File: src/rtl/ama_riscv_lsu.sv
// Load/store unit sitting behind the EX-stage ALU: one data-memory transaction
// per accepted op, aligned/extended load writeback, fault pulse on bad ops or timeout.
module ama_riscv_lsu #(
  parameter int RSP_TIMEOUT = 255
) (
  input  logic        clk,
  input  logic        rst_n,
  input  logic        req_valid,
  output logic        req_ready,
  input  logic        req_store,
  input  logic [2:0]  req_funct3,
  input  logic [31:0] req_addr,
  input  logic [31:0] req_wdata,
  input  logic [4:0]  req_rd,
  output logic        dmem_req_valid,
  input  logic        dmem_req_ready,
  output logic [31:0] dmem_addr,
  output logic        dmem_we,
  output logic [3:0]  dmem_be,
  output logic [31:0] dmem_wdata,
  input  logic        dmem_rsp_valid,
  input  logic [31:0] dmem_rsp_rdata,
  output logic        wb_valid,
  output logic [4:0]  wb_rd,
  output logic [31:0] wb_data,
  output logic        busy,
  output logic        fault,
  output logic [1:0]  fault_cause
);

  localparam logic [1:0] S_IDLE = 2'd0;
  localparam logic [1:0] S_REQ  = 2'd1;
  localparam logic [1:0] S_WAIT = 2'd2;

  // Counter only has to reach RSP_TIMEOUT-1.
  localparam int CNT_W = (RSP_TIMEOUT > 1) ? $clog2(RSP_TIMEOUT) : 1;

  localparam logic [1:0] CAUSE_MISALIGN = 2'b01;
  localparam logic [1:0] CAUSE_ILLEGAL  = 2'b10;
  localparam logic [1:0] CAUSE_TIMEOUT  = 2'b11;

  logic [1:0]       state_q, state_d;
  logic [31:0]      addr_q, addr_d;
  logic [1:0]       off_q, off_d;
  logic [2:0]       f3_q, f3_d;
  logic             we_q, we_d;
  logic [3:0]       be_q, be_d;
  logic [31:0]      wdata_q, wdata_d;
  logic [4:0]       rd_q, rd_d;
  logic [CNT_W-1:0] cnt_q, cnt_d;
  logic             wb_valid_q, wb_valid_d;
  logic [4:0]       wb_rd_q, wb_rd_d;
  logic [31:0]      wb_data_q, wb_data_d;
  logic             fault_q, fault_d;
  logic [1:0]       cause_q, cause_d;

  logic             acc_half, acc_word, acc_illegal, acc_misalign;
  logic [3:0]       acc_be;
  logic [31:0]      acc_wdata;

  function automatic logic [31:0] load_ext(input logic [2:0]  f3,
                                           input logic [31:0] rdata,
                                           input logic [1:0]  off);
    logic [31:0]        sh;
    logic signed [7:0]  sb;
    logic signed [15:0] shw;
    sh  = rdata >> {off, 3'b000};
    sb  = sh[7:0];
    shw = sh[15:0];
    case (f3)
      3'b000:  return 32'(sb);
      3'b001:  return 32'(shw);
      3'b100:  return {24'h0, sh[7:0]};
      3'b101:  return {16'h0, sh[15:0]};
      default: return sh;
    endcase
  endfunction

  assign acc_half = (req_funct3[1:0] == 2'b01);
  assign acc_word = (req_funct3[1:0] == 2'b10);
  assign acc_illegal = req_store ? (req_funct3 >= 3'd3)
                                 : (req_funct3 == 3'd3 || req_funct3 == 3'd6 || req_funct3 == 3'd7);
  assign acc_misalign = (acc_half && req_addr[0]) || (acc_word && (req_addr[1:0] != 2'b00));

  always_comb begin
    acc_be    = 4'b1111;
    acc_wdata = 32'h0;
    if (req_store) begin
      case (req_funct3[1:0])
        2'b00: begin
          acc_be    = 4'b0001 << req_addr[1:0];
          acc_wdata = {4{req_wdata[7:0]}};
        end
        2'b01: begin
          acc_be    = 4'b0011 << req_addr[1:0];
          acc_wdata = {2{req_wdata[15:0]}};
        end
        default: begin
          acc_be    = 4'b1111;
          acc_wdata = req_wdata;
        end
      endcase
    end
  end

  always_comb begin
    state_d    = state_q;
    addr_d     = addr_q;
    off_d      = off_q;
    f3_d       = f3_q;
    we_d       = we_q;
    be_d       = be_q;
    wdata_d    = wdata_q;
    rd_d       = rd_q;
    cnt_d      = cnt_q;
    wb_valid_d = 1'b0;
    wb_rd_d    = wb_rd_q;
    wb_data_d  = wb_data_q;
    fault_d    = 1'b0;
    cause_d    = cause_q;
    case (state_q)
      S_IDLE: begin
        if (req_valid) begin
          if (acc_illegal) begin
            fault_d = 1'b1;
            cause_d = CAUSE_ILLEGAL;
          end else if (acc_misalign) begin
            fault_d = 1'b1;
            cause_d = CAUSE_MISALIGN;
          end else begin
            state_d = S_REQ;
            addr_d  = {req_addr[31:2], 2'b00};
            off_d   = req_addr[1:0];
            f3_d    = req_funct3;
            we_d    = req_store;
            be_d    = acc_be;
            wdata_d = acc_wdata;
            rd_d    = req_rd;
          end
        end
      end
      S_REQ: begin
        if (dmem_req_ready) begin
          if (we_q) begin
            state_d = S_IDLE;
          end else begin
            state_d = S_WAIT;
            cnt_d   = '0;
          end
        end
      end
      S_WAIT: begin
        if (dmem_rsp_valid) begin
          state_d    = S_IDLE;
          wb_valid_d = 1'b1;
          wb_rd_d    = rd_q;
          wb_data_d  = load_ext(f3_q, dmem_rsp_rdata, off_q);
        end else if ((RSP_TIMEOUT != 0) && (cnt_q == CNT_W'(RSP_TIMEOUT - 1))) begin
          state_d = S_IDLE;
          fault_d = 1'b1;
          cause_d = CAUSE_TIMEOUT;
        end else begin
          cnt_d = cnt_q + 1'b1;
        end
      end
      default: state_d = S_IDLE;
    endcase
  end

  // Everything is reset so that a mid-transaction reset leaves clean, all-zero outputs.
  always_ff @(posedge clk or negedge rst_n) begin
    if (!rst_n) begin
      state_q    <= S_IDLE;
      addr_q     <= '0;
      off_q      <= '0;
      f3_q       <= '0;
      we_q       <= 1'b0;
      be_q       <= '0;
      wdata_q    <= '0;
      rd_q       <= '0;
      cnt_q      <= '0;
      wb_valid_q <= 1'b0;
      wb_rd_q    <= '0;
      wb_data_q  <= '0;
      fault_q    <= 1'b0;
      cause_q    <= '0;
    end else begin
      state_q    <= state_d;
      addr_q     <= addr_d;
      off_q      <= off_d;
      f3_q       <= f3_d;
      we_q       <= we_d;
      be_q       <= be_d;
      wdata_q    <= wdata_d;
      rd_q       <= rd_d;
      cnt_q      <= cnt_d;
      wb_valid_q <= wb_valid_d;
      wb_rd_q    <= wb_rd_d;
      wb_data_q  <= wb_data_d;
      fault_q    <= fault_d;
      cause_q    <= cause_d;
    end
  end

  assign req_ready      = (state_q == S_IDLE);
  assign busy           = !req_ready;
  assign dmem_req_valid = (state_q == S_REQ);
  assign dmem_addr      = addr_q;
  assign dmem_we        = we_q;
  assign dmem_be        = be_q;
  assign dmem_wdata     = wdata_q;
  assign wb_valid       = wb_valid_q;
  assign wb_rd          = wb_rd_q;
  assign wb_data        = wb_data_q;
  assign fault          = fault_q;
  assign fault_cause    = cause_q;

endmodule

File: config.mk
export PLATFORM = sky130hd
export DESIGN_NAME = ama_riscv_lsu
export DESIGN_NICKNAME = d
export VERILOG_FILES = /design/src/rtl/ama_riscv_lsu.sv
export SDC_FILE = /design/constraint.sdc
export NUM_CORES = 1
export LEC_CHECK = 0
export ABC_AREA = 1
export BUFFER_PORTS_ARGS = -buffer_cell sky130_fd_sc_hd__buf_2
export CAP_MARGIN = 20
export CORE_MARGIN = 4
export CORE_UTILIZATION = 54
export DETAILED_ROUTE_END_ITERATION = 16
export PLACE_DENSITY = 0.94
export SYNTH_ARGS = -nofsm -noshare
export SYNTH_HDL_FRONTEND = slang
export SYNTH_SLANG_ARGS = --single-unit
File: constraint.sdc
create_clock -name clk -period 4.2 [get_ports clk]
set_input_delay 0.63 -clock clk [delete_from_list [all_inputs] [get_ports clk]]
set_output_delay 0.63 -clock clk [all_outputs]
set_load 0.005 [all_outputs]
==> results, run 1 <==
- nand2_1 is the most common cell in the netlist.
- The arrival time at the worst endpoint is between 2000 and 3000 ps.
- The nature of the critical path startpoint is a register.
- For this run, the detailed router's first-pass iteration total came to 6.
- In this run, synthesis produced a sequential element count of around 130.
- Of all flip-flops after synthesis, the portion carrying an async set or reset was 1.00.
- Summed over all layers, the routed wires come to 17.8 mm.
- The core region is approximately 0.011 mm2.
- The share of synthesized area in the top cell type comes to 0.506.
- Sorting the synthesized cells by area gives the leading types as dfrtp_1 (51%), nand2_1 (20%), nand3_1 (5.1%), inv_1 (3.1%), nor2_1 (2.7%).
- The clock-pin slew on the worst setup and hold paths is around 60 ps.
- The full die area is between 0.01 and 0.015 mm2.
- The post-route clock skew is 7.58 ps.
- The floorplan has 39 rows.
- After clock tree synthesis, the flow added hold-fix buffers numbering 0.
- The endpoint identified for the worst register-to-register timing path is wb_data[23]$_DFFE_PN0P_.
- For this run, design rule violations remaining after detail routing come to 0.
- Counting both buffers and inverters, the worst setup path holds a total of 2.
- The worst supply voltage drop on vdd is 0.382 mV.
- The headroom to the max-slew limit is 0.279.
- The detailed placement HPWL is around 12 mm.
- The maximum cell stage delay along the critical path is around 680 ps.
- The number of buffers inserted by port buffering is 220.
- The top-level I/O count is 223.
- Tracing the worst setup path back leads to its startpoint at off_q[1]$_DFFE_PN0P_.
- The average routed wire per standard cell is around 15 um.
- In this run, placement finished with an instance count of roughly 1200.
- The gate count after technology mapping is between 800 and 900.
- The flow ran to the end, and the final reports show no timing, DRC or antenna violations.
- Setup repair after global routing left no endpoint under its margin.
- The part of the cycle the worst path needs is 0.598.
- In this run, the number of DRC markers left after iteration 0 of detailed routing was just over 700.
- For the worst flop-to-flop path, the logic depth is 6.
- In this run the horizontal extent of the chip is 116 um.
- Routability-driven placement finished with a final weighted congestion of 0.907.
- The largest net degree at the start of global routing is 70.
- Max-cap violations in this run came to 0.
- Summed over all cells, the static leakage comes to 4.50 nW.
- The critical path in this run is classified as register to register.
- In this run the register-to-register setup slack is roughly 1700 ps.
- Clock tree synthesis found a total of 128 sinks.
- Data on the critical path is required at its endpoint by around 4500 ps.
- No sink is reached through more buffers than the 2 on the longest clock path.
- The transition at the pin with the smallest max-transition slack is 1080 ps.
- The path length in cells of the critical path is 6.
- The H-tree was split into 4 levels.
- The clock tree root buffer cell is clkbuf_16.
- In this run the power density over the cells is between 700 and 800 mW/mm2.
- The count of nets left with antenna violations after detail routing is 0.
- The biggest area consumer among synthesized cells is dfrtp_1.
- Using the TritonRoute via totals, the vias-per-cell ratio works out to about 5.3.
- Broken down by cell family, the worst path's largest delay share belongs to simple AND/OR/NAND/NOR gates.
- The total negative setup slack is 0 ps.
- The non-filler instance count after layout is roughly 1200.
- Walking the worst path, the cells encountered are inv_1, nand3_1, nand3_1, nand3_1, nand2_1, inv_1.
- The buffer count from post-CTS setup fixing is 0.
- The mapped netlist covers roughly 0.0063 mm2.
- In this run the vertical extent of the chip is around 120 um.
- The endpoint of the most critical setup path is wb_data[23]$_DFFE_PN0P_.
- The per-instance average area after synthesis is around 7.7 um2.
- The first global-routing pass estimated approximately 28 mm of wire.
- The class of the tightest hold or removal check is primary input to asynchronous set/reset pin.
- The count of final max-slew check failures is 0.
- The area overhead of the layout relative to synthesis is 26.9%.
- Yosys printed 0 warnings.
- The number of buffers created by CTS is 17.
- The final count of negative-setup-slack endpoints is 0.
- Post-CTS repair changed the size of 0 cells.
- The number of global-route vias before repair came to between 5000 and 6000.
- Along the worst path, the maximum fanout reaches 24.
- Of the cells placed in the final design, the portion with a size suffix greater than 1 is 0.283.
- 0 antenna diodes ended up in the layout.
- On the critical path, the stage with the largest delay is an instance of nand3_1.
- TritonCTS built the clock tree.
- By instance count, the cell type seen most on the critical path is nand3_1.
- The source-to-sink clock delay at the later pin of the worst-skew pair is roughly 400 ps.
- The hold violation total from the final report is 0.
- The commonest cells after synthesis are nand2_1 (343), dfrtp_1 (128), nand3_1 (64).
- The final period demand of the worst path is roughly 2500 ps.
- The achievable clock frequency is roughly 400 MHz.
- For this run, the register share of the synthesized area comes to 0.506.
- In this run the critical register-to-register path is launched from off_q[1]$_DFFE_PN0P_.
- For this run, the total global-route usage over all layers was measured as 0.267.
- For this run, the leading register cell type out of synthesis is dfrtp_1.
- Counting flops with a built-in enable in the synthesized netlist gives 0.
- STA classifies the critical path endpoint as a register.
- The number of distinct standard cells referenced by the synthesized netlist is 28.
- The detailed router placed about 6300 vias in this run.
- After the last flow step, the layout net total stands at 1140.
- The total overflow left after global routing is 0.
- For this configuration, the core starts out at a cell density of 0.552.
- The initial antenna violation count is 0.
-- logic make-up after synthesis --
kind of cell               synth area share
AOI/OAI and AO/OA                    0.0773
DFF                                   0.506
xor gates and xnor gates            0.00553
other                              0.000592
buffers and inverters                0.0787
and+or+nand+nor                       0.328
adders and majority gates           0.00395
-- worst register-to-register path, cell delays in order, from the launching register on --
cell	delay, ps
dfrtp_1	530
inv_1	570
nand3_1	200
nand3_1	680
nand3_1	270
nand2_1	120
inv_1	40
-- layer usage --
metal  track usage  part of all wire  vias up
li1              -                 -     3000
met1         0.355              0.41     2939
met2         0.418              0.47      328
met3        0.0642             0.089       46
met4         0.122             0.032        0
met5             0                 0        -
-- stage by stage --
stage               setup WS (ps)   util  hold WS, ps  cell area, um2  power, mW
finish                       1690  0.701          258            8030       5.71
floorplan                    2660      -          334            6330       3.30
global route                 1430  0.701          340            8030       6.15
detailed placement           1430  0.645          461            7400       4.17
CTS                          1730  0.699          298            8010       5.72
global placement             1490  0.645          458            7400       4.09
-- sequential cells by signal (all words and copies together), names as in the netlist --
name,cells
off_q,2
state_q,2
dmem_wdata,32
wb_valid,1
cnt_q,8
dmem_be,4
wb_rd,5
dmem_addr,30
f3_q,3
rd_q,5
wb_data,32
fault,1
fault_cause,2
dmem_we,1
-- layout make-up --
type | instances | area (um2)
Fill cell | 891 | 3430
Tap cell | 143 | 179
Clock buffer | 17 | 425
Timing Repair Buffer | 226 | 1170
Sequential cell | 128 | 3200
Inverter | 60 | 225
Multi-Input combinational cell | 595 | 2640
Clock inverter | 15 | 186
-- report_power, final --
group / total, mW / internal (mW) / switching, mW
Sequential: 2.12 / 1.78 / 0.346
Combinational: 2.07 / 0.848 / 1.23
Clock: 1.51 / 0.939 / 0.568
-- worst min path at each step --
| stage | from | endpoint | cells after the start |
|---|---|---|---|
| 2_1_floorplan | rst_n | cnt_q[0]$_DFFE_PN0P_ | 0 |
| 3_3_place_gp | dmem_addr[22]$_DFFE_PN0P_ | dmem_addr[22]$_DFFE_PN0P_ | 2 |
| 3_5_place_dp | dmem_addr[7]$_DFFE_PN0P_ | dmem_addr[7]$_DFFE_PN0P_ | 2 |
| 4_1_cts | rst_n | dmem_wdata[19]$_DFFE_PN0P_ | 1 |
| 5_1_grt | rst_n | dmem_wdata[19]$_DFFE_PN0P_ | 1 |
| 6_report | rst_n | dmem_wdata[19]$_DFFE_PN0P_ | 1 |
-- placed cells by master, fill, tap and decap left out, types with 5 or more instances in the layout --
master,Yosys,layout
buf_4,3,5
clkinv_4,0,5
buf_2,15,219
o21ai_0,23,23
dfrtp_1,128,128
clkbuf_16,0,17
o211ai_1,17,17
or2_2,21,21
nand3_1,64,64
nor2_1,45,45
o21ai_1,29,29
nand4_1,5,5
nand2_1,343,343
inv_2,7,7
inv_1,53,53
a21oi_1,19,19
nor3_1,7,7
No activity file was read; power rests on OpenSTA's default activity.
==> inputs of run 2 (changes only) <==
- ABC_AREA: 1 -> 0
- CORE_UTILIZATION: 54 -> 45
- PLACE_DENSITY: 0.94 -> 0.85
- clock period: 4.2 -> 2.1 ns (I/O delays scaled with it)
==> run 2 against run 1 <==
Against the previous run:
- largest cell class unchanged
- clock power increased by 110%
- synthesized cell count decreased by 29%
- sequential share of layout area increased by 0.19 points
- utilization decreased by 7.7 points
- first-iteration DRC count decreased by 47%
- cell area decreased by 0.47%
- setup slack got worse by 1500 ps
- the flow now finishes with violations (hold timing)
==> results, run 2 <==
- The critical register-to-register path endpoint is cnt_q[7]$_DFFE_PN0P_.
- Setup repair after global routing left no endpoint under its margin.
- Max-cap violations in this run came to 0.
- The met2 routing resource usage after global routing is 0.366.
- The met3 layer usage reported by global route is 0.0567.
- Entering global routing, the biggest net connects roughly 130 pins.
- The clock tree root buffer cell is clkbuf_16.
- The setup check on the worst reg-to-reg path leaves a slack of ~240 ps.
- The post-detailed-route via-to-cell ratio is between 5 and 6.
- dfrtp_1 takes more of the synthesized area than any other cell.
- In the synthesized netlist, the number of instances is around 590.
- OpenSTA, run right after detailed placement, puts the worst setup slack at -115 ps.
- The later pin in the worst-skew pair is clocked with a latency of around 410 ps.
- The detailed-route wire length is roughly 17 mm.
- After synthesis, the cell types taking the most area are dfrtp_1 (53%), mux2_2 (11%), nand2_1 (7.5%), o21ai_0 (4.8%), mux2i_1 (4.3%).
- Summing every instance area after synthesis gives around 0.006 mm2.
- The endpoint kind of the worst setup timing path is a register.
- The antenna cell count is 0.
- The wire-length estimate of the detail-placed layout is 12.3 mm.
- The number of cells upsized or downsized after cts is 0.
- The part of the cycle the worst path needs is 0.887.
- The finished cells cover ~0.0080 mm2.
- The setup path with the least slack is of type register to register.
- The first global-routing pass estimated between 20 and 30 mm of wire.
- The maximum level of the CTS H-tree is 4.
- Once placement finished, the instance area stood at about 0.0074 mm2.
- The die is approximately 120 um tall.
- After clock tree synthesis, the clock-pin slew on the worst setup and hold paths is about 60 ps.
- Of the synthesized area, sequential elements account for 0.533.
- The count of nets left with antenna violations after detail routing is 0.
- The top-level I/O count is roughly 220.
- In the post-route analysis, the smallest setup slack over all paths is around 240 ps.
- The required time at the endpoint of the critical path is between 2000 and 2500 ps.
- Of all nets on the critical path, the largest fanout is 12.
- The number of rows in the core area is 41.
- The area overhead of the layout relative to synthesis is 33.1%.
- The power density normalized to cell area is about 1200 mW/mm2.
- For this run, the detailed router's first-pass iteration total came to 4.
- The cell with the largest stage delay on the worst path is or4_1.
- For this run, asynchronously set or reset flops after synthesis account for 1.00.
- After synthesis, the most frequently instantiated cells are dfrtp_1 (128), nand2_1 (120), mux2_2 (61).
- Among all cell types in the netlist, the one instantiated most often is dfrtp_1.
- The total via count in the routed design is 5259.
- The die outline width is 124 um.
- Routability-driven placement finished with a final weighted congestion of just over 0.9.
- The headroom to the max-slew limit is 0.532.
- The post-route clock skew is between 10 and 15 ps.
- The count of synthesis-stage warnings from yosys is 0.
- The signal on the critical path passes through inv_1, ha_1, nand3_1, o31ai_1, buf_4, or4_1, a21oi_1.
- met2 is the most crowded layer.
- For this configuration, the core starts out at a cell density of 0.468.
- The TritonCTS clock tree is done.
- The flip-flop and latch count after synthesis is roughly 130.
- At the pin with the least slew margin, the transition time is about 700 ps.
- The worst setup path is launched from a register.
- The arrival time at the worst endpoint is between 2000 and 2500 ps.
- The overall overflow remaining after global route is 0.
- The full die area is approximately 0.015 mm2.
- The number of global-route vias before repair is 5183.
- The worst supply voltage drop on vdd is approximately 0.54 mV.
- Of the post-synthesis cell area, the dominant cell type holds 0.533.
- Counting cells, the worst reg-to-reg path comes to 7.
- The library cells used most frequently in the layout, excluding fill and tap cells, are buf_2 (219), dfrtp_1 (128), nand2_1 (120).
- The initial antenna violation count was 1.
- The final count of negative-setup-slack endpoints is 0.
- The post-layout net count is approximately 920.
- In the final routed layout, each cell accounts on average for between 15 and 20 um.
- The number of buffers created by CTS is 17.
- The met1 track demand over resource is 0.267.
- The post-route total power is between 9 and 10 mW.
- The leakage component of the power is 4.05 nW.
- The count of final max-slew check failures is 0.
- The buffer count from post-CTS setup fixing is 0.
- The largest single stage delay on the critical path is around 530 ps.
- The checks that failed: hold timing.
- The final period demand of the worst path is roughly 1900 ps.
- The fraction of final layout cells sized beyond drive strength 1 is 0.420.
- The per-instance average area after synthesis is 10.2 um2.
- The number of distinct standard cells referenced by the synthesized netlist is 41.
- Counting along the longest clock path gives a buffer depth of 2.
- The number of enable flip-flop cells after synthesis is 0.
- The launch point of the worst reg-to-reg path is cnt_q[0]$_DFFE_PN0P_.
- The clock drives about 130 sinks.
- In this run the tool buffered the top-level ports with 220 buffer cells.
- The most used flip-flop cell after synthesis is dfrtp_1.
- The achievable clock frequency is 537 MHz.
- After filler insertion, the fill cell instance count of the layout stands at 1048.
- The flow ran to the end, but the final reports show violations.
- For this design, the CTS-stage hold fixing added 0 buffers.
- The library cell used most frequently in the layout, excluding fill and tap cells, is buf_2.
- The hold violation total from the final report came to 4.
- The core box area is ~0.013 mm2.
- The final hold slack is -7.95 ps.
- In the global route stage, overall resource usage came out at 0.221.
- The class of the tightest hold or removal check is primary input to asynchronous set/reset pin.
- In this run, the number of DRC markers left after iteration 0 of detailed routing was 383.
- In the routed design, unresolved DRC markers number 0.
==> run 2: cell types whose count changed after synthesis, sizes merged, moves of 15 or more <==
cell | previous run | this run
nand2 | 345 | 120
mux2 | 0 | 66
nand3 | 65 | 7
inv | 60 | 6
mux2i | 0 | 26
or2 | 25 | 4
buf | 28 | 13
==> run 2: report_power, final <==
part | switching (mW) | total (mW) | leakage, nW | internal (mW)
clock network | 1.16 | 3.16 | 0.305 | 2.00
logic | 1.41 | 2.90 | 2.16 | 1.49
registers | 0.530 | 3.88 | 1.58 | 3.35
==> run 2: metal layers <==
metal | part of all wire | vias to the layer above
met1 | 0.40 | 2486
met5 | 0.00077 | -
met2 | 0.48 | 264
met3 | 0.095 | 35
met4 | 0.026 | 2
li1 | - | 2472
==> run 2: critical path: cells and delay by family (launching register included) <==
| family | cells | cell delay, ps |
|---|---|---|
| simple gates | 2 | 660 |
| flops | 1 | 420 |
| buf+inv | 2 | 250 |
| compound gates | 2 | 240 |
| fa+ha+maj | 1 | 210 |
==> run 2: final cells by class <==
cell class | instances | area, um2 | area share
clock buffers | 17 | 425 | 0.0532
clock inverters | 15 | 206 | 0.0258
inverters | 6 | 22.5 | 0.00282
multi-input cells | 415 | 2600 | 0.325
flip-flops and latches | 128 | 3200 | 0.401
well taps | 172 | 215 | 0.0269
repair buffers | 239 | 1320 | 0.165
==> run 2: worst max-delay path by stage <==
| stage | from | endpoint | depth (start not counted) |
|---|---|---|---|
| global placement | req_addr[0] | dmem_wdata[16]$_DFFE_PN0P_ | 7 |
| floorplan | req_funct3[2] | dmem_addr[26]$_DFFE_PN0P_ | 6 |
| CTS | state_q[0]$_DFFE_PN0P_ | cnt_q[7]$_DFFE_PN0P_ | 5 |
| finish | cnt_q[0]$_DFFE_PN0P_ | cnt_q[7]$_DFFE_PN0P_ | 7 |
| global route | state_q[0]$_DFFE_PN0P_ | cnt_q[7]$_DFFE_PN0P_ | 5 |
| detailed placement | req_addr[0] | dmem_wdata[21]$_DFFE_PN0P_ | 6 |
==> run 2: kinds of logic (layout without fill, tap and decap cells) <==
group           Yosys count  in the layout  share of synthesized area
compound gates          121            121                      0.118
fa+ha+maj                 2              2                    0.00416
buf+inv                  46            277                     0.0346
flops                   128            128                      0.533
mux                      92             92                      0.170
other cells               1              2                   0.000624
simple gates            198            198                      0.140
==> run 2: metrics by stage <==
step                 util  std cells  setup TNS (ps)  hold WS, ps
CTS                 0.624        992               0         42.6
finish              0.624        992               0        -7.95
detailed placement  0.574        960            -765          450
floorplan               -        589               0         19.4
global placement    0.574        960               0          443
global route        0.624        992               0         68.1
